File: src/rtl/serial_deserializer_if.sv
// Bundle of serial-side and word-side signals of the deserializer.
// The slave modport is the deserializer; the master modport is the
// environment that drives the serial line and consumes words.
interface serial_deserializer_if #(
  parameter int WIDTH = 8,
  parameter int DEPTH = 4
);
  localparam int LW = $clog2(DEPTH + 1);
  localparam int CW = (WIDTH > 2) ? $clog2(WIDTH) : 1;

  logic             serialIn;
  logic             serialValid;
  logic             frameSync;
  logic [WIDTH-1:0] wordOut;
  logic             wordValid;
  logic             wordReady;
  logic [LW-1:0]    fifoLevel;
  logic [CW-1:0]    bitCount;
  logic             overrun;
  logic             clearOverrun;

  modport master (
    output serialIn, serialValid, frameSync, wordReady, clearOverrun,
    input  wordOut, wordValid, fifoLevel, bitCount, overrun
  );

  modport slave (
    input  serialIn, serialValid, frameSync, wordReady, clearOverrun,
    output wordOut, wordValid, fifoLevel, bitCount, overrun
  );
endinterface

File: src/rtl/serial_deserializer.sv
// Serial-in / parallel-out deserializer with frame re-alignment, a
// DEPTH-entry output FIFO behind a valid/ready handshake and a sticky
// overrun flag for words that complete while the FIFO is full.
module serial_deserializer #(
  parameter int WIDTH     = 8,
  parameter int DEPTH     = 4,
  parameter int LSB_FIRST = 1
) (
  input logic                  clock,
  input logic                  resetN,
  serial_deserializer_if.slave bus
);

  localparam int LW = $clog2(DEPTH + 1);
  localparam int CW = (WIDTH > 2) ? $clog2(WIDTH) : 1;
  localparam int PW = (DEPTH > 1) ? $clog2(DEPTH) : 1;

  localparam logic [CW-1:0] LAST_CNT  = CW'(WIDTH - 1);
  localparam logic [CW-1:0] FIRST_POS = (LSB_FIRST != 0) ? CW'(0) : CW'(WIDTH - 1);
  localparam logic [LW-1:0] FULL_LVL  = LW'(DEPTH);
  localparam logic [PW-1:0] LAST_PTR  = PW'(DEPTH - 1);

  // Pointer increment with wrap at DEPTH (DEPTH need not be a power of two).
  function automatic logic [PW-1:0] ptr_inc(input logic [PW-1:0] p);
    logic [PW-1:0] r;
    if (p == LAST_PTR) begin
      r = {PW{1'b0}};
    end else begin
      r = p + PW'(1);
    end
    return r;
  endfunction

  // ---------------------------------------------------------------------------
  // State
  // ---------------------------------------------------------------------------
  logic [WIDTH-1:0] shift_q, shift_d;
  logic [CW-1:0]    bit_cnt_q, bit_cnt_d;
  logic [WIDTH-1:0] mem_q [DEPTH];
  logic [WIDTH-1:0] mem_d [DEPTH];
  logic [PW-1:0]    wr_ptr_q, wr_ptr_d;
  logic [PW-1:0]    rd_ptr_q, rd_ptr_d;
  logic [LW-1:0]    level_q, level_d;
  logic [WIDTH-1:0] word_out_q, word_out_d;
  logic             word_valid_q, word_valid_d;
  logic             overrun_q, overrun_d;

  // Combinational helpers
  logic [CW-1:0]    pos_s;
  logic [WIDTH-1:0] assembled_s;
  logic             push_req_s;
  logic             pop_s;
  logic             full_s;
  logic             push_ok_s;
  logic             drop_s;

  // Bit slot for the bit arriving now, following the configured bit order.
  always_comb begin
    if (LSB_FIRST != 0) begin
      pos_s = bit_cnt_q;
    end else begin
      pos_s = LAST_CNT - bit_cnt_q;
    end
  end

  // Shift register and bit counter; frameSync overrides word completion.
  always_comb begin
    shift_d     = shift_q;
    bit_cnt_d   = bit_cnt_q;
    push_req_s  = 1'b0;
    assembled_s = shift_q;
    assembled_s[pos_s] = bus.serialIn;
    if (bus.frameSync) begin
      shift_d = {WIDTH{1'b0}};
      if (bus.serialValid) begin
        shift_d[FIRST_POS] = bus.serialIn;
        bit_cnt_d          = CW'(1);
      end else begin
        bit_cnt_d = {CW{1'b0}};
      end
    end else if (bus.serialValid) begin
      if (bit_cnt_q == LAST_CNT) begin
        push_req_s = 1'b1;
        shift_d    = {WIDTH{1'b0}};
        bit_cnt_d  = {CW{1'b0}};
      end else begin
        shift_d   = assembled_s;
        bit_cnt_d = bit_cnt_q + CW'(1);
      end
    end else begin
      shift_d   = shift_q;
      bit_cnt_d = bit_cnt_q;
    end
  end

  // Handshake qualifiers: a push into a full FIFO still lands when the head
  // leaves on the same edge, because the write slot is the one being freed.
  always_comb begin
    pop_s     = word_valid_q & bus.wordReady;
    full_s    = (level_q == FULL_LVL);
    push_ok_s = push_req_s & (~full_s | pop_s);
    drop_s    = push_req_s & full_s & ~pop_s;
  end

  // FIFO storage, pointers and occupancy.
  always_comb begin
    mem_d    = mem_q;
    wr_ptr_d = wr_ptr_q;
    rd_ptr_d = rd_ptr_q;
    level_d  = level_q;
    if (push_ok_s) begin
      mem_d[wr_ptr_q] = assembled_s;
      wr_ptr_d        = ptr_inc(wr_ptr_q);
    end else begin
      wr_ptr_d = wr_ptr_q;
    end
    if (pop_s) begin
      rd_ptr_d = ptr_inc(rd_ptr_q);
    end else begin
      rd_ptr_d = rd_ptr_q;
    end
    case ({push_ok_s, pop_s})
      2'b10:   level_d = level_q + LW'(1);
      2'b01:   level_d = level_q - LW'(1);
      default: level_d = level_q;
    endcase
  end

  // Registered head word and valid; the head holds its last value when empty.
  always_comb begin
    word_valid_d = (level_d != {LW{1'b0}});
    if (word_valid_d) begin
      word_out_d = mem_d[rd_ptr_d];
    end else begin
      word_out_d = word_out_q;
    end
  end

  // Sticky overrun: a new drop wins over a simultaneous clear.
  always_comb begin
    if (drop_s) begin
      overrun_d = 1'b1;
    end else if (bus.clearOverrun) begin
      overrun_d = 1'b0;
    end else begin
      overrun_d = overrun_q;
    end
  end

  // State registers with asynchronous clear.
  always_ff @(posedge clock or negedge resetN) begin
    if (!resetN) begin
      shift_q      <= {WIDTH{1'b0}};
      bit_cnt_q    <= {CW{1'b0}};
      wr_ptr_q     <= {PW{1'b0}};
      rd_ptr_q     <= {PW{1'b0}};
      level_q      <= {LW{1'b0}};
      word_out_q   <= {WIDTH{1'b0}};
      word_valid_q <= 1'b0;
      overrun_q    <= 1'b0;
      for (int i = 0; i < DEPTH; i++) begin
        mem_q[i] <= {WIDTH{1'b0}};
      end
    end else begin
      shift_q      <= shift_d;
      bit_cnt_q    <= bit_cnt_d;
      wr_ptr_q     <= wr_ptr_d;
      rd_ptr_q     <= rd_ptr_d;
      level_q      <= level_d;
      word_out_q   <= word_out_d;
      word_valid_q <= word_valid_d;
      overrun_q    <= overrun_d;
      for (int i = 0; i < DEPTH; i++) begin
        mem_q[i] <= mem_d[i];
      end
    end
  end

  assign bus.wordOut   = word_out_q;
  assign bus.wordValid = word_valid_q;
  assign bus.fifoLevel = level_q;
  assign bus.bitCount  = bit_cnt_q;
  assign bus.overrun   = overrun_q;

endmodule

File: src/flat_wrapper.sv
// flat-port wrapper written by rule: the top's interface ports become plain ports
module serial_deserializer_flat 
#(
  parameter int WIDTH     = 8,
  parameter int DEPTH     = 4,
  parameter int LSB_FIRST = 1
)
  (clock, resetN, bus_serialIn, bus_serialValid, bus_frameSync, bus_wordReady, bus_clearOverrun, bus_wordOut, bus_wordValid, bus_fifoLevel, bus_bitCount, bus_overrun);
  serial_deserializer_if #(.WIDTH(WIDTH), .DEPTH(DEPTH)) bus_i ();
  input logic clock;
  input logic resetN;
  input wire logic [$bits(bus_i.serialIn)-1:0] bus_serialIn;
  input wire logic [$bits(bus_i.serialValid)-1:0] bus_serialValid;
  input wire logic [$bits(bus_i.frameSync)-1:0] bus_frameSync;
  input wire logic [$bits(bus_i.wordReady)-1:0] bus_wordReady;
  input wire logic [$bits(bus_i.clearOverrun)-1:0] bus_clearOverrun;
  output wire logic [$bits(bus_i.wordOut)-1:0] bus_wordOut;
  output wire logic [$bits(bus_i.wordValid)-1:0] bus_wordValid;
  output wire logic [$bits(bus_i.fifoLevel)-1:0] bus_fifoLevel;
  output wire logic [$bits(bus_i.bitCount)-1:0] bus_bitCount;
  output wire logic [$bits(bus_i.overrun)-1:0] bus_overrun;
  assign bus_i.serialIn = bus_serialIn;
  assign bus_i.serialValid = bus_serialValid;
  assign bus_i.frameSync = bus_frameSync;
  assign bus_i.wordReady = bus_wordReady;
  assign bus_i.clearOverrun = bus_clearOverrun;
  assign bus_wordOut = bus_i.wordOut;
  assign bus_wordValid = bus_i.wordValid;
  assign bus_fifoLevel = bus_i.fifoLevel;
  assign bus_bitCount = bus_i.bitCount;
  assign bus_overrun = bus_i.overrun;
  serial_deserializer #(.WIDTH(WIDTH), .DEPTH(DEPTH), .LSB_FIRST(LSB_FIRST)) u_core (.clock(clock), .resetN(resetN), .bus(bus_i));
endmodule
File: config.mk
export PLATFORM = sky130hd
export DESIGN_NAME = serial_deserializer_flat
export DESIGN_NICKNAME = d
export VERILOG_FILES = /design/src/rtl/serial_deserializer_if.sv /design/src/rtl/serial_deserializer.sv /design/src/flat_wrapper.sv
export SDC_FILE = /design/constraint.sdc
export NUM_CORES = 1
export LEC_CHECK = 0
export ABC_AREA = 1
export BUFFER_PORTS_ARGS = -buffer_cell sky130_fd_sc_hd__buf_2
export CAP_MARGIN = 10
export CELL_PAD_IN_SITES_DETAIL_PLACEMENT = 1
export CELL_PAD_IN_SITES_GLOBAL_PLACEMENT = 1
export CORE_ASPECT_RATIO = 0.6
export CORE_MARGIN = 5
export CORE_UTILIZATION = 45
export DETAILED_ROUTE_END_ITERATION = 7
export PLACE_DENSITY_LB_ADDON = 0.12
export SYNTH_ARGS = -nofsm -noshare
export SYNTH_HDL_FRONTEND = slang
export SYNTH_SLANG_ARGS = --single-unit
File: constraint.sdc
create_clock -name clock -period 2.4 [get_ports clock]
set_input_delay 0.24 -clock clock [delete_from_list [all_inputs] [get_ports clock]]
set_output_delay 0.24 -clock clock [all_outputs]
set_load 0.02 [all_outputs]
**After elaboration in Yosys (flattened, before gate mapping)**

Index checks and enable logic that the tools add are counted.

- Multiplexer cells: 27
- Magnitude comparators: 5
- Equal/unequal tests: 6
- Reduce and logical (&&, ||, !) cells: 5
- Bitwise gates (word level): 9
- $add $sub $neg: 5

Operator list:

| kind | number |
|---|---|
| $mux W8 | 6 |
| $bwmux W32 | 1 |
| $mux W32 | 1 |
| $bmux W8 S2 | 1 |
| $demux W8 S2 | 1 |
| $mux W3 | 3 |
| $bwmux W8 | 1 |
| $mux W1 | 8 |
| $add A3 B1 Y3 const B | 2 |
| $eq A2 B2 Y1 const B | 3 |
| $eq A3 B3 Y1 const B | 2 |
| $ge A3 B3 Y1 const B | 2 |
| $mux W2 | 3 |
| $not A2 Y3 | 2 |
| $pmux W3 S2 | 1 |
| $add A2 B1 Y2 const B | 2 |
| $and A1 B1 Y1 | 4 |
| $lt A3 B4 Y1 const B | 1 |
| $reduce_bool A2 Y1 | 2 |
| $demux W1 S3 | 1 |
| $ge A3 B1 Y1 const B | 1 |
| $lt A3 B1 Y1 const B | 1 |
| $reduce_bool A3 Y1 | 1 |
| $sub A3 B1 Y3 const B | 1 |
| other kinds (4) | 6 |

- Output and inout bits: 16
- Bits in registers: 60
- Input port bits: 7
- Logic and storage cells: 69

**Logic depth before layout (Yosys ltp)**

Gate-level depths: netlist of run 1.

- Word-level depth: 10
- Mapped depth: 14
- Mapped depth without buffers: 14

**Worst setup path after synthesis of run 1**

No wires, ideal clock.

- Path type: register to register
- Start point: register u_core.bit_cnt_q[1] (netlist: u_core.bus.bitCount[1])
- End point: register u_core.word_out_q[0] (netlist: u_core.bus.wordOut[0])
- Arrival: 2.212 ns
- Buffers on the path: 0
- Period minus slack after synthesis: 2.328 ns
- Cell stages (with the launch flop): 15
- Slack: 0.072 ns
- Required time: 2.283 ns
- Setup time: 0.117 ns
- Path through: dfrtp_1 -> ha_1 -> ha_1 -> inv_1 -> nor2_8 -> nor2_4 -> fa_1 -> inv_1 -> nand2_1 -> nand2_1 -> nand2_1 -> nand2_2 -> nand3b_4 -> nand2_1 -> nand2_1

- Elaborated cells between the ends (all ways): 20
- Those cells by class: 2 x order compare; 3 x eq/ne; 12 x mux; 1 x bitwise; 2 x reduce/logical

RTL lines:

| what | line | text |
|---|---|---|
| start, declared | serial_deserializer.sv:38 | `logic [CW-1:0] bit_cnt_q, bit_cnt_d;` |
| start signal, assigned | serial_deserializer.sv:154 | `bit_cnt_q <= {CW{1'b0}};` |
| start signal, assigned | serial_deserializer.sv:166 | `bit_cnt_q <= bit_cnt_d;` |
| $eq A3 B3 Y1 * | serial_deserializer.sv:82 | `if (bit_cnt_q == LAST_CNT) begin` |
| $mux W1 * | serial_deserializer.sv:82 |  |
| $mux W1 * | serial_deserializer.sv:81 | `end else if (bus.serialValid) begin` |
| $mux W1 * | serial_deserializer.sv:73 | `if (bus.frameSync) begin` |
| $and A1 B1 Y1 * | serial_deserializer.sv:101 | `push_ok_s = push_req_s & (~full_s \| pop_s);` |
| $eq A2 B1 Y1 or $eq A2 B2 Y1 (tied branches) | serial_deserializer.sv:122 | `case ({push_ok_s, pop_s})` |
| $pmux W3 S2 * | serial_deserializer.sv:122 |  |
| $reduce_bool A3 Y1 * | serial_deserializer.sv:131 | `word_valid_d = (level_d != {LW{1'b0}});` |
| via u_core.word_valid_d | serial_deserializer.sv:45 | `logic word_valid_q, word_valid_d;` |
| end signal, assigned | serial_deserializer.sv:158 | `word_out_q <= {WIDTH{1'b0}};` |
| end signal, assigned | serial_deserializer.sv:170 | `word_out_q <= word_out_d;` |
| end, declared | serial_deserializer.sv:44 | `logic [WIDTH-1:0] word_out_q, word_out_d;` |

Mark *: on every way through the listed nets, which the timed path passes. The rest lies on a longest branch. The select of a mux whose other input is x is not followed.
A chain may end at the register's enable or synchronous reset.

**Worst setup path after layout of run 1**

- Start point: register u_core.bit_cnt_q[0] (netlist: u_core.bus.bitCount[0])
- End point: register u_core.word_out_q[0] (netlist: u_core.bus.wordOut[0])

- Elaborated cells between the ends (all ways): 20
- Those cells by class: 2 x order compare; 3 x eq/ne; 12 x mux; 1 x bitwise; 2 x reduce/logical

RTL lines:

| what | line | text |
|---|---|---|
| $eq A3 B3 Y1 * | serial_deserializer.sv:82 |  |
| $mux W1 * | serial_deserializer.sv:82 |  |
| $mux W1 * | serial_deserializer.sv:81 |  |
| $mux W1 * | serial_deserializer.sv:73 |  |
| $and A1 B1 Y1 * | serial_deserializer.sv:101 |  |
| $eq A2 B1 Y1 or $eq A2 B2 Y1 (tied branches) | serial_deserializer.sv:122 |  |
| $pmux W3 S2 * | serial_deserializer.sv:122 |  |
| via u_core.level_d[1] | serial_deserializer.sv:43 | `logic [LW-1:0] level_q, level_d;` |
| $reduce_bool A3 Y1 * | serial_deserializer.sv:131 |  |
| via u_core.word_valid_d | serial_deserializer.sv:45 |  |

Marks and branches as above.

==> results of run 1 <==
worst max path at each step:
| stage | endpoint | depth (start not counted) |
|---|---|---|
| floorplan | u_core.bus.wordOut[0]$_DFFE_PN0P_ | 14 |
| global placement | u_core.bus.wordOut[5]$_DFFE_PN0P_ | 11 |
| detailed placement | u_core.bus.wordOut[0]$_DFFE_PN0P_ | 11 |
| CTS | u_core.bus.wordOut[0]$_DFFE_PN0P_ | 11 |
| global route | u_core.bus.wordOut[7]$_DFFE_PN0P_ | 14 |
| finish | u_core.bus.wordOut[0]$_DFFE_PN0P_ | 11 |
repair_timing:
item / in CTS / in global routing
endpoints found under the hold margin: 41 / 0
hold buffers: 1 / 0
setup endpoints to repair: 0 / 5
buffers inserted: 0 / 0
resized for setup: 0 / 2
sequential cells by signal, summed over array words and instances, names as in the netlist:
signal and flops:
u_core.wr_ptr_q 2, u_core.shift_q 8, u_core.bus.wordValid 1, u_core.bus.overrun 1, u_core.mem_q 32, u_core.bus.wordOut 8, u_core.bus.fifoLevel 3, u_core.bus.bitCount 3
u_core.rd_ptr_q 2
layer usage:
metal  vias to the layer above  global-route usage (%)  part of all wire [%]
met5                         -                       0                     0
met4                         0                    7.72                  0.98
met3                        10                    6.34                   4.6
met2                        41                    34.5                    47
met1                      1317                    29.8                    48
li1                       1281                       -                     -
synth_stat cells:
master | n | area [um^2]
nand2_1 | 136 | 510
nand3_1 | 76 | 380
dfrtp_1 | 60 | 1500
inv_1 | 22 | 82.6
o21ai_0 | 18 | 90.1
ha_1 | 7 | 87.6
inv_2 | 5 | 18.8
nand2_2 | 4 | 25.0
nor2_1 | 4 | 15.0
a21oi_1 | 3 | 15.0
nand3_2 | 3 | 30.0
nor2_4 | 3 | 33.8
nor2_8 | 3 | 60.1
buf_2 | 2 | 10.0
nand2_4 | 2 | 22.5
o21ai_2 | 2 | 17.5
clkbuf_1 | 1 | 3.75
clkinv_1 | 1 | 3.75
clkinv_2 | 1 | 5.00
fa_1 | 1 | 20.0
mux2_2 | 1 | 11.3
nand3b_1 | 1 | 7.51
nand3b_4 | 1 | 20.0
nand4_1 | 1 | 6.26
o22ai_1 | 1 | 6.26
o31ai_1 | 1 | 7.51
o32ai_1 | 1 | 8.76
or2_1 | 1 | 6.26
xnor2_2 | 1 | 16.3
xor2_2 | 1 | 16.3
cells by family after synthesis:
family | synth area share (%)
XOR/XNOR | 1.07
buffers and inverters | 4.08
AO/OA/AOI/OAI | 4.78
multiplexers | 0.370
AND/OR/NAND/NOR | 36.8
flip-flops | 49.4
adder cells (fa/ha/maj) | 3.54
metrics by stage:
stage | hold slack (ps) | setup slack [ps] | cell area, um^2 | utilization, %
global placement | 344 | 240 | 3330 | 50.3
floorplan | -55.6 | 71.6 | 3040 | -
detailed placement | 338 | 143 | 3330 | 50.3
CTS | 90.9 | 106 | 3620 | 54.7
global route | 90.5 | 54.5 | 3620 | 54.7
finish | 99.7 | 202 | 3620 | 54.7
critical path: stages (launching register included):
cell and delay, ps:
dfrtp_1 380, ha_1 200, ha_1 180, inv_2 130, nor2_8 60, nor2_4 110
fa_1 430, nand2_1 100, nand2_2 90, nand3b_4 230, nand2_1 110, nand2_1 60
power by group through the flow:
stage	combinational, mW	clock [mW]	sequential [mW]
after CTS	1.43	1.24	1.27
after global routing	1.57	1.29	1.29
final	1.42	1.21	1.27
after global placement	1.34	0	1.28
after floorplan	0.826	0	1.39
after detailed placement	1.40	0	1.28
area by class of cell:
cell class	count	area, um^2	area share, %
flip-flops and latches	60	1500	41.5
clock inverters	1	5.00	0.138
multi-input cells	272	1410	39.0
inverters	29	110	3.04
clock buffers	15	278	7.67
repair buffers	34	203	5.60
well taps	87	109	3.01
==> metrics.txt, run 1 <==
# TYPE chip_impl_metric gauge
chip_impl_metric{name="synthesis.instances",unit=""} 364
chip_impl_info{name="tritoncts",value="built"} 1
chip_impl_metric{name="routed-via-count",unit=""} 2649
chip_impl_metric{name="ctsLongestPathBuffers",unit=""} 2
chip_impl_metric{name="p_int",unit="mW"} 2.41
chip_impl_metric{name="ys_seq_area_share",unit="%"} 49.4
chip_impl_metric{name="worst_ir_drop_vdd",unit="V"} 0.000567
chip_impl_info{name="cp-startpoint",value="u_core.bus.bitCount[0]$_DFFE_PN0P_"} 1
chip_impl_metric{name="num_io_pins",unit=""} 23
chip_impl_info{name="layout.cells.most_common_list",value="nand2_1 (136), nand3_1 (76), dfrtp_1 (59), buf_2 (22), inv_1 (21)"} 1
chip_impl_metric{name="power.sequential.fraction",unit="%"} 32.6
chip_impl_metric{name="finalCritPeriodShare",unit="%"} 91.6
chip_impl_metric{name="yosysWarnings",unit=""} 0
chip_impl_metric{name="grt_util_all_layers",unit="%"} 22.2
chip_impl_metric{name="clk_latency",unit="ps"} 330
chip_impl_metric{name="number_of_global_route_vias_before_repair",unit=""} 2828
chip_impl_metric{name="power.total",unit="mW"} 3.90
chip_impl_metric{name="fp-row-count",unit=""} 23
chip_impl_metric{name="slew-limit-headroom",unit="%"} 58.6
chip_impl_metric{name="layout.cells.non_filler",unit=""} 498
chip_impl_metric{name="numPortBuffers",unit=""} 22
chip_impl_metric{name="synth.cell_area",unit="um^2"} 3040
chip_impl_metric{name="yosys_register_bits",unit=""} 60
chip_impl_metric{name="design.final.nets",unit=""} 421
chip_impl_metric{name="power_frac_comb",unit="%"} 36.4
chip_impl_metric{name="antenna_cells_inserted",unit=""} 0
chip_impl_metric{name="first_pass_grt_wire_length",unit="um"} 14200
chip_impl_info{name="rsz0062_at_grt",value="no"} 1
chip_impl_metric{name="achievable-frequency",unit="GHz"} 0.455
chip_impl_info{name="worst_setup_path_start_kind",value="flop"} 1
chip_impl_metric{name="layout-drive-gt1-share",unit="%"} 18.2
chip_impl_metric{name="worst_margin_pin_slew",unit="ps"} 614
chip_impl_metric{name="timing.reg2reg.setup_slack",unit="ps"} 200
chip_impl_metric{name="post-route-drc-count",unit=""} 0
chip_impl_metric{name="crit_path_required_time",unit="ps"} 2610
chip_impl_info{name="hold_start",value="bus_clearOverrun"} 1
chip_impl_metric{name="die_width",unit="um"} 116
chip_impl_metric{name="net-switching-power",unit="mW"} 1.48
chip_impl_metric{name="timing.reg2reg.worst_path_depth",unit=""} 11
chip_impl_metric{name="layout_min_cycle_time",unit="ps"} 2200
chip_impl_info{name="crit-reg2reg-launch",value="u_core.bus.bitCount[0]$_DFFE_PN0P_"} 1
chip_impl_metric{name="worst_path_arrival",unit="ps"} 2410
chip_impl_metric{name="count_of_antenna_violating_nets_left_after_detailed_routing",unit=""} 0
chip_impl_metric{name="overflow_left_after_global_routing",unit=""} 0
chip_impl_metric{name="total_iterations_of_the_first_detailed_routing_run",unit=""} 4
chip_impl_metric{name="report.final.slew_viol_count",unit=""} 0
chip_impl_info{name="path_class",value="reg2reg"} 1
chip_impl_metric{name="synth_fp_nets",unit=""} 379
chip_impl_metric{name="route.detailed.vias_per_inst",unit=""} 5.32
chip_impl_metric{name="cts_buffers",unit=""} 9
chip_impl_metric{name="critPathMaxFanout",unit=""} 9
chip_impl_metric{name="synth_area_per_cell",unit="um^2"} 8.35
chip_impl_metric{name="final-setup-viol-count",unit=""} 0
chip_impl_metric{name="dpl.hpwl",unit="um"} 6030
chip_impl_metric{name="maxCapViolCount",unit=""} 0
chip_impl_info{name="hold_path.class",value="in2reg"} 1
chip_impl_metric{name="globalplace.congestion",unit=""} 0.789
chip_impl_metric{name="worst_hold_path_stage_count",unit=""} 2
chip_impl_metric{name="routed_wl",unit="um"} 8440
chip_impl_metric{name="cts_sinks",unit=""} 60
chip_impl_metric{name="clock_tree.htree_level_count",unit=""} 3
chip_impl_metric{name="synth_cell_types",unit=""} 30
chip_impl_metric{name="power_leakage",unit="nW"} 1.96
chip_impl_metric{name="final.setup.tns",unit="ps"} 0
chip_impl_info{name="hold-path-endpoint",value="u_core.bus.overrun$_DFFE_PN0P_"} 1
chip_impl_metric{name="clkPwrFrac",unit="%"} 31.0
chip_impl_metric{name="die_h",unit="um"} 73.7
chip_impl_metric{name="dpl.cell_count",unit=""} 481
chip_impl_metric{name="grt_antenna_before_repair",unit=""} 0
chip_impl_metric{name="grt_start_max_net_pins",unit=""} 43
chip_impl_metric{name="first_iter_violations",unit=""} 122
chip_impl_metric{name="start_util",unit="%"} 45.9
chip_impl_metric{name="finalHoldViolations",unit=""} 0
chip_impl_metric{name="design.die.area",unit="um^2"} 8550
chip_impl_metric{name="clk_transition_reported_paths",unit="ps"} 50
chip_impl_info{name="outcome",value="finished clean"} 1
chip_impl_info{name="end_kind",value="flop"} 1
chip_impl_info{name="cell_at_the_root_of_the_clock_tree",value="clkbuf_16"} 1
chip_impl_metric{name="syn2layout_area_growth",unit="%"} 19.1
chip_impl_metric{name="power_density",unit="nW/um^2"} 1080
chip_impl_metric{name="routed_wire_length_per_instance",unit="um"} 16.9
chip_impl_info{name="final_common_cell",value="nand2_1"} 1
chip_impl_metric{name="filler_cell_count",unit=""} 816
chip_impl_metric{name="coreArea",unit="um^2"} 6620
chip_impl_metric{name="finalClockSkew",unit="ps"} 5.57
chip_impl_info{name="worst_r2r_endpoint",value="u_core.bus.wordOut[0]$_DFFE_PN0P_"} 1
chip_impl_metric{name="netSwitchingFraction",unit="%"} 38.1
Note: power is estimated with default switching activity, not from simulation.
==> run 2: changes to the inputs <==
--- a/config.mk
+++ b/config.mk
@@ -15,6 +15,7 @@
 export CORE_UTILIZATION = 45
 export DETAILED_ROUTE_END_ITERATION = 7
 export PLACE_DENSITY_LB_ADDON = 0.12
+export SETUP_SLACK_MARGIN = 0.4
 export SYNTH_ARGS = -nofsm -noshare
 export SYNTH_HDL_FRONTEND = slang
 export SYNTH_SLANG_ARGS = --single-unit
==> metrics.txt, run 2 (synthesis gave the netlist of run 1 again) <==
# TYPE chip_impl_metric gauge
chip_impl_metric{name="cts_buffers",unit=""} 9
chip_impl_metric{name="design.final.nets",unit=""} 431
chip_impl_info{name="critical_path.cell_chain",value="ha_4 -> ha_4 -> inv_4 -> nor2_8 -> buf_4 -> nand3_2 -> nand2_2 -> xnor2_2 -> nand3b_4 -> nand2_2 -> nand2_1"} 1
chip_impl_info{name="hold_path.class",value="in2reg"} 1
chip_impl_metric{name="die_h",unit="um"} 73.7
chip_impl_metric{name="timing.critical_path.buf_inv",unit=""} 2
chip_impl_metric{name="delay_of_the_slowest_cell_on_the_worst_path",unit="ps"} 420
chip_impl_metric{name="timing.reg2reg.setup_slack",unit="ps"} 250
chip_impl_info{name="path_class",value="reg2reg"} 1
chip_impl_metric{name="num_io_pins",unit=""} 23
chip_impl_metric{name="routed_wl",unit="um"} 9440
chip_impl_metric{name="grt_antenna_before_repair",unit=""} 0
chip_impl_metric{name="start_util",unit="%"} 45.9
chip_impl_info{name="critical_path.top_delay_family",value="simple AND/OR/NAND/NOR gates"} 1
chip_impl_metric{name="layout.cell_area.non_filler",unit="um^2"} 3860
chip_impl_metric{name="worst_ir_drop_vdd",unit="V"} 0.000547
chip_impl_info{name="worst_r2r_endpoint",value="u_core.bus.wordOut[3]$_DFFE_PN0P_"} 1
chip_impl_info{name="end_kind",value="flop"} 1
chip_impl_metric{name="number_of_global_route_vias_before_repair",unit=""} 2815
chip_impl_metric{name="instance_area_at_placement",unit="um^2"} 3360
chip_impl_metric{name="clkPwrFrac",unit="%"} 28.2
chip_impl_metric{name="finalClockSkew",unit="ps"} 4.92
chip_impl_metric{name="power.sequential.fraction",unit="%"} 29.7
chip_impl_info{name="crit-reg2reg-launch",value="u_core.bus.bitCount[0]$_DFFE_PN0P_"} 1
chip_impl_metric{name="utilization",unit="%"} 58.3
chip_impl_info{name="cell_at_the_root_of_the_clock_tree",value="clkbuf_16"} 1
chip_impl_metric{name="first_pass_grt_wire_length",unit="um"} 14700
chip_impl_metric{name="netSwitchingFraction",unit="%"} 39.3
chip_impl_metric{name="worst_hold_path_stage_count",unit=""} 2
chip_impl_metric{name="routed_wire_length_per_instance",unit="um"} 18.6
chip_impl_metric{name="clk_transition_reported_paths",unit="ps"} 50
chip_impl_metric{name="total_iterations_of_the_first_detailed_routing_run",unit=""} 4
chip_impl_info{name="final_common_cell",value="nand2_1"} 1
chip_impl_metric{name="routed-via-count",unit=""} 2745
chip_impl_metric{name="achievable-frequency",unit="GHz"} 0.465
chip_impl_metric{name="critPathMaxFanout",unit=""} 7
chip_impl_metric{name="post-route-drc-count",unit=""} 0
chip_impl_metric{name="antenna_cells_inserted",unit=""} 0
chip_impl_metric{name="p_int",unit="mW"} 2.63
chip_impl_metric{name="ctsLongestPathBuffers",unit=""} 2
chip_impl_metric{name="count_of_antenna_violating_nets_left_after_detailed_routing",unit=""} 0
chip_impl_metric{name="worst_path_arrival",unit="ps"} 2370
chip_impl_metric{name="syn2layout_area_growth",unit="%"} 26.9
chip_impl_metric{name="layout_min_cycle_time",unit="ps"} 2150
chip_impl_metric{name="final.setup.tns",unit="ps"} 0
chip_impl_metric{name="crit_path_required_time",unit="ps"} 2620
chip_impl_metric{name="finalHoldViolations",unit=""} 0
chip_impl_metric{name="grt_util_all_layers",unit="%"} 23.4
chip_impl_metric{name="numPortBuffers",unit=""} 22
chip_impl_info{name="rsz0062_at_grt",value="yes"} 1
chip_impl_metric{name="clk_latency",unit="ps"} 330
chip_impl_metric{name="grt_start_max_net_pins",unit=""} 28
chip_impl_metric{name="power_density",unit="nW/um^2"} 1130
chip_impl_info{name="hold-path-endpoint",value="u_core.bus.overrun$_DFFE_PN0P_"} 1
chip_impl_metric{name="cts_sinks",unit=""} 60
chip_impl_metric{name="die_width",unit="um"} 116
chip_impl_metric{name="route.detailed.vias_per_inst",unit=""} 5.41
chip_impl_info{name="hold_start",value="bus_clearOverrun"} 1
chip_impl_metric{name="report.final.slew_viol_count",unit=""} 0
chip_impl_info{name="tritoncts",value="built"} 1
chip_impl_metric{name="layout-drive-gt1-share",unit="%"} 25.2
chip_impl_metric{name="first_iter_violations",unit=""} 166
chip_impl_info{name="cp_slowest_cell",value="dfrtp_2"} 1
chip_impl_info{name="layout.cells.most_common_list",value="nand2_1 (129), nand3_1 (68), dfrtp_1 (57), buf_2 (22), inv_1 (21)"} 1
chip_impl_metric{name="power.total",unit="mW"} 4.34
chip_impl_info{name="registers.top_by_ff_count",value="u_core.mem_q"} 1
chip_impl_metric{name="whs",unit="ps"} 136
chip_impl_metric{name="worst_margin_pin_slew",unit="ps"} 619
chip_impl_metric{name="net-switching-power",unit="mW"} 1.71
chip_impl_metric{name="coreArea",unit="um^2"} 6620
chip_impl_metric{name="dpl.hpwl",unit="um"} 6290
chip_impl_info{name="outcome",value="finished clean"} 1
chip_impl_metric{name="power_frac_comb",unit="%"} 42.1
chip_impl_info{name="worst_setup_path_start_kind",value="flop"} 1
chip_impl_metric{name="power_leakage",unit="nW"} 2.03
chip_impl_metric{name="design.die.area",unit="um^2"} 8550
chip_impl_metric{name="overflow_left_after_global_routing",unit=""} 0
chip_impl_metric{name="globalplace.congestion",unit=""} 0.836
chip_impl_metric{name="clock_tree.htree_level_count",unit=""} 3
chip_impl_metric{name="final-setup-viol-count",unit=""} 0
chip_impl_metric{name="timing.reg2reg.worst_path_depth",unit=""} 11
chip_impl_metric{name="fp-row-count",unit=""} 23
chip_impl_metric{name="slew-limit-headroom",unit="%"} 58.3
chip_impl_metric{name="finalCritPeriodShare",unit="%"} 89.7
chip_impl_metric{name="maxCapViolCount",unit=""} 0
chip_impl_metric{name="flip_flop_count_of_the_largest_register_after_layout",unit=""} 32
run 2: changes by cell type in the layout (fill, tap and decap cells not counted), moves of 5 or more:
cell and delta:
buf_4 +6, nand2_1 -7, nand2_2 +5, nand3_1 -8
nand3_2 +8
run 2: worst reg2reg max path, stage by stage (launching register included):
cell,delay [ps]
dfrtp_2,420
ha_4,170
ha_4,150
inv_4,70
nor2_8,40
buf_4,170
nand3_2,90
nand2_2,110
xnor2_2,390
nand3b_4,230
nand2_2,130
nand2_1,50
run 2: area by class of cell:
type / instances / area (um^2)
Sequential cell: 60 / 1510
Inverter: 29 / 116
Clock buffer: 14 / 284
Timing Repair Buffer: 43 / 299
Multi-Input combinational cell: 273 / 1540
Tap cell: 87 / 109
Clock inverter: 1 / 5.00
Fill cell: 784 / 2760
run 2: timing repair:
item,CTS,global route
hold buffers,1,0
setup buffers,7,3
resized for setup,11,10
pin swaps,11,9
gates cloned,1,0
endpoints found under the hold margin,25,0
endpoints found under the setup margin,10,10
run 2: how the worst max path moves through the flow:
stage / startpoint / to / cells past startpoint
floorplan: u_core.bus.bitCount[1]$_DFFE_PN0P_ / u_core.bus.wordOut[0]$_DFFE_PN0P_ / 11
global placement: u_core.bus.bitCount[1]$_DFFE_PN0P_ / u_core.bus.wordOut[5]$_DFFE_PN0P_ / 11
detailed placement: u_core.bus.bitCount[1]$_DFFE_PN0P_ / u_core.bus.wordOut[0]$_DFFE_PN0P_ / 14
CTS: u_core.bus.bitCount[0]$_DFFE_PN0P_ / u_core.bus.wordOut[1]$_DFFE_PN0P_ / 12
global route: u_core.bus.bitCount[0]$_DFFE_PN0P_ / u_core.bus.wordOut[3]$_DFFE_PN0P_ / 12
finish: u_core.bus.bitCount[0]$_DFFE_PN0P_ / u_core.bus.wordOut[3]$_DFFE_PN0P_ / 11
run 2: stage by stage:
stage	worst slack, ps	instances
after floorplan	301	364
after global placement	262	480
after detailed placement	147	480
after CTS	333	504
after global routing	172	507
final	247	507
run 2: routing by layer:
| metal | up-vias | share of wire, % | track usage (%) |
|---|---|---|---|
| met3 | 20 | 3.5 | 5.76 |
| met1 | 1379 | 47 | 31.8 |
| met2 | 38 | 47 | 37.0 |
| li1 | 1308 | - | - |
| met5 | - | 0 | 0 |
| met4 | 0 | 2.3 | 7.98 |
run 2: power groups by stage:
stage / registers, mW / clock network [mW] / logic, mW
floorplan: 1.39 / 0 / 0.845
finish: 1.29 / 1.22 / 1.83
global placement: 1.29 / 0 / 1.34
CTS: 1.28 / 1.25 / 1.61
global route: 1.30 / 1.31 / 1.97
detailed placement: 1.29 / 0 / 1.40
==> run 3: changes to the inputs <==
--- a/config.mk
+++ b/config.mk
@@ -8,11 +8,9 @@
 export ABC_AREA = 1
 export BUFFER_PORTS_ARGS = -buffer_cell sky130_fd_sc_hd__buf_2
 export CAP_MARGIN = 10
-export CELL_PAD_IN_SITES_DETAIL_PLACEMENT = 1
-export CELL_PAD_IN_SITES_GLOBAL_PLACEMENT = 1
 export CORE_ASPECT_RATIO = 0.6
 export CORE_MARGIN = 5
-export CORE_UTILIZATION = 45
+export CORE_UTILIZATION = 55
 export DETAILED_ROUTE_END_ITERATION = 7
 export PLACE_DENSITY_LB_ADDON = 0.12
 export SETUP_SLACK_MARGIN = 0.4
==> metrics.txt, run 3 (synthesis gave the netlist of run 1 again) <==
# TYPE chip_impl_metric gauge
chip_impl_metric{name="achievable-frequency",unit="GHz"} 0.492
chip_impl_info{name="worst_setup_path_start_kind",value="flop"} 1
chip_impl_metric{name="clkPwrFrac",unit="%"} 26.0
chip_impl_metric{name="final.setup.tns",unit="ps"} 0
chip_impl_info{name="cp_slowest_cell",value="fa_2"} 1
chip_impl_metric{name="finalCritPeriodShare",unit="%"} 84.7
chip_impl_metric{name="place_ws",unit="ps"} 184
chip_impl_info{name="end_kind",value="flop"} 1
chip_impl_metric{name="p_int",unit="mW"} 2.34
chip_impl_metric{name="filler_cell_count",unit=""} 455
chip_impl_metric{name="critPathMaxFanout",unit=""} 5
chip_impl_metric{name="power_leakage",unit="nW"} 1.97
chip_impl_info{name="final_common_cell",value="nand2_1"} 1
chip_impl_info{name="path_class",value="reg2reg"} 1
chip_impl_metric{name="count_of_antenna_violating_nets_left_after_detailed_routing",unit=""} 0
chip_impl_info{name="cell_at_the_root_of_the_clock_tree",value="clkbuf_8"} 1
chip_impl_metric{name="globalplace.congestion",unit=""} 0.842
chip_impl_metric{name="power.sequential.fraction",unit="%"} 33.4
chip_impl_metric{name="maxCapViolCount",unit=""} 0
chip_impl_metric{name="grt_util_all_layers",unit="%"} 22.9
chip_impl_metric{name="first_iter_violations",unit=""} 184
chip_impl_metric{name="worst_ir_drop_vdd",unit="V"} 0.000439
chip_impl_metric{name="antenna_cells_inserted",unit=""} 0
chip_impl_metric{name="dpl.cell_count",unit=""} 457
chip_impl_info{name="critical_path.cell_chain",value="ha_4 -> ha_4 -> inv_4 -> nor2_8 -> nor2_4 -> fa_2 -> nand2_2 -> nand2_4 -> nand3b_4 -> nand2_1 -> nand2_1"} 1
chip_impl_metric{name="fp-row-count",unit=""} 21
chip_impl_metric{name="first_pass_grt_wire_length",unit="um"} 12300
chip_impl_metric{name="routed-wl-met3",unit="um"} 449
chip_impl_metric{name="net-switching-power",unit="mW"} 1.48
chip_impl_info{name="highest_layer",value="met4"} 1
chip_impl_info{name="hold_path.class",value="in2reg"} 1
chip_impl_metric{name="grt_start_max_net_pins",unit=""} 36
chip_impl_metric{name="worst_margin_pin_slew",unit="ps"} 671
chip_impl_metric{name="finalClockSkew",unit="ps"} 4.84
chip_impl_metric{name="die_width",unit="um"} 106
chip_impl_metric{name="post-route-drc-count",unit=""} 0
chip_impl_metric{name="power_frac_comb",unit="%"} 40.6
chip_impl_info{name="tritoncts",value="built"} 1
chip_impl_metric{name="cts_buffers",unit=""} 9
chip_impl_metric{name="netSwitchingFraction",unit="%"} 38.7
chip_impl_metric{name="dpl.hpwl",unit="um"} 5270
chip_impl_metric{name="final-setup-viol-count",unit=""} 0
chip_impl_metric{name="routed_wl",unit="um"} 7430
chip_impl_metric{name="cts_sinks",unit=""} 60
chip_impl_metric{name="coreArea",unit="um^2"} 5470
chip_impl_metric{name="delay_of_the_slowest_cell_on_the_worst_path",unit="ps"} 440
chip_impl_metric{name="flip_flop_count_of_the_largest_register_after_layout",unit=""} 32
chip_impl_metric{name="start_util",unit="%"} 55.6
chip_impl_info{name="registers.top_by_ff_count",value="u_core.mem_q"} 1
chip_impl_metric{name="route.detailed.vias_per_inst",unit=""} 5.51
chip_impl_metric{name="post-route-worst-setup-slack",unit="ps"} 368
chip_impl_metric{name="clock_tree.htree_level_count",unit=""} 3
chip_impl_metric{name="grt_antenna_before_repair",unit=""} 0
chip_impl_metric{name="timing.critical_path.buf_inv",unit=""} 1
chip_impl_metric{name="routed_wire_length_per_instance",unit="um"} 15.4
chip_impl_info{name="critical_path.top_delay_family",value="adder cells"} 1
chip_impl_metric{name="layout_min_cycle_time",unit="ps"} 2030
chip_impl_metric{name="power_density",unit="nW/um^2"} 1040
chip_impl_metric{name="worst_path_arrival",unit="ps"} 2260
chip_impl_metric{name="syn2layout_area_growth",unit="%"} 20.9
chip_impl_metric{name="die_h",unit="um"} 67.6
chip_impl_metric{name="met1Wirelength",unit="um"} 3620
chip_impl_metric{name="overflow_left_after_global_routing",unit=""} 0
chip_impl_info{name="outcome",value="finished clean"} 1
chip_impl_metric{name="route.met2.wl",unit="um"} 3310
chip_impl_metric{name="numPortBuffers",unit=""} 22
chip_impl_metric{name="routed-via-count",unit=""} 2669
chip_impl_metric{name="design.final.nets",unit=""} 425
chip_impl_metric{name="ctsLongestPathBuffers",unit=""} 2
chip_impl_metric{name="clk_latency",unit="ps"} 340
chip_impl_info{name="rsz0062_at_grt",value="yes"} 1
chip_impl_metric{name="crit_path_required_time",unit="ps"} 2630
chip_impl_metric{name="finalHoldViolations",unit=""} 0
chip_impl_metric{name="report.final.slew_viol_count",unit=""} 0
chip_impl_info{name="layout.cells.most_common_list",value="nand2_1 (133), nand3_1 (73), dfrtp_1 (57), buf_2 (22), inv_1 (21)"} 1
chip_impl_metric{name="num_io_pins",unit=""} 23
chip_impl_metric{name="clk_transition_reported_paths",unit="ps"} 70
chip_impl_metric{name="layout-drive-gt1-share",unit="%"} 22.2
chip_impl_metric{name="layout.cells.non_filler",unit=""} 484
chip_impl_metric{name="utilization",unit="%"} 67.2
chip_impl_metric{name="slew-limit-headroom",unit="%"} 54.8
chip_impl_metric{name="total_iterations_of_the_first_detailed_routing_run",unit=""} 5
chip_impl_metric{name="design.die.area",unit="um^2"} 7160
chip_impl_metric{name="number_of_global_route_vias_before_repair",unit=""} 2509
[run 3: area by class of cell]
cell class	count	area [um^2]	area share (%)
Multi-Input combinational cell	273	1500	40.9
Clock buffer	11	141	3.85
Sequential cell	60	1510	41.0
Timing Repair Buffer	37	250	6.81
Tap cell	69	86.3	2.35
Clock inverter	5	75.1	2.04
Inverter	29	114	3.10
[run 3: path summary, 6_finish.rpt]
path | end | cells after the start | slack [ps] | from
max | u_core.bus.wordOut[6]$_DFFE_PN0P_ | 11 | 370 | u_core.bus.bitCount[0]$_DFFE_PN0P_
min | u_core.bus.overrun$_DFFE_PN0P_ | 2 | 110 | bus_clearOverrun
max reg2reg | u_core.bus.wordOut[6]$_DFFE_PN0P_ | 11 | 370 | u_core.bus.bitCount[0]$_DFFE_PN0P_
min reg2reg | u_core.mem_q[14]$_DFF_PN0_ | 2 | 470 | u_core.mem_q[14]$_DFF_PN0_
max in group asynchronous | u_core.bus.wordOut[1]$_DFFE_PN0P_ | 3 | 1370 | resetN
min in group asynchronous | u_core.bus.bitCount[0]$_DFFE_PN0P_ | 2 | 440 | resetN
[run 3: worst register-to-register path: cells and delay by family, from the launching register on]
kind          cells  cell delay [ps]
fa+ha+maj         3              760
buf+inv           1               70
flops             1              430
simple gates      7              670
[run 3: per-layer routing]
metal	vias up	track usage, %
met2	87	33.7
met5	-	0
met1	1288	32.7
li1	1289	-
met4	0	7.43
met3	5	6.59
[run 3: through the flow]
stage          total power, mW  hold WS (ps)  instance area [um^2]
4_1_cts                   3.80          93.3                  3650
3_3_place_gp              2.59           274                  3310
2_1_floorplan             2.24         -55.6                  3080
6_report                  3.81           106                  3670
5_1_grt                   4.07          77.4                  3670
3_5_place_dp              2.64           282                  3310
[run 3: power by group through the flow]
stage,Combinational [mW],Clock (mW),Sequential (mW)
after global routing,1.71,1.07,1.29
after detailed placement,1.34,0,1.29
after CTS,1.52,1.00,1.27
final,1.55,0.993,1.27
after global placement,1.30,0,1.29
after floorplan,0.845,0,1.39
[run 3: timing repair]
item                                    in CTS  in global routing
endpoints found under the setup margin      10                  8
resized for setup                            5                  8
hold buffers                                 1                  0
buffers inserted                             9                  0
pin swaps                                    9                  0
hold endpoints to repair                    25                  0
cloned                                       1                  0
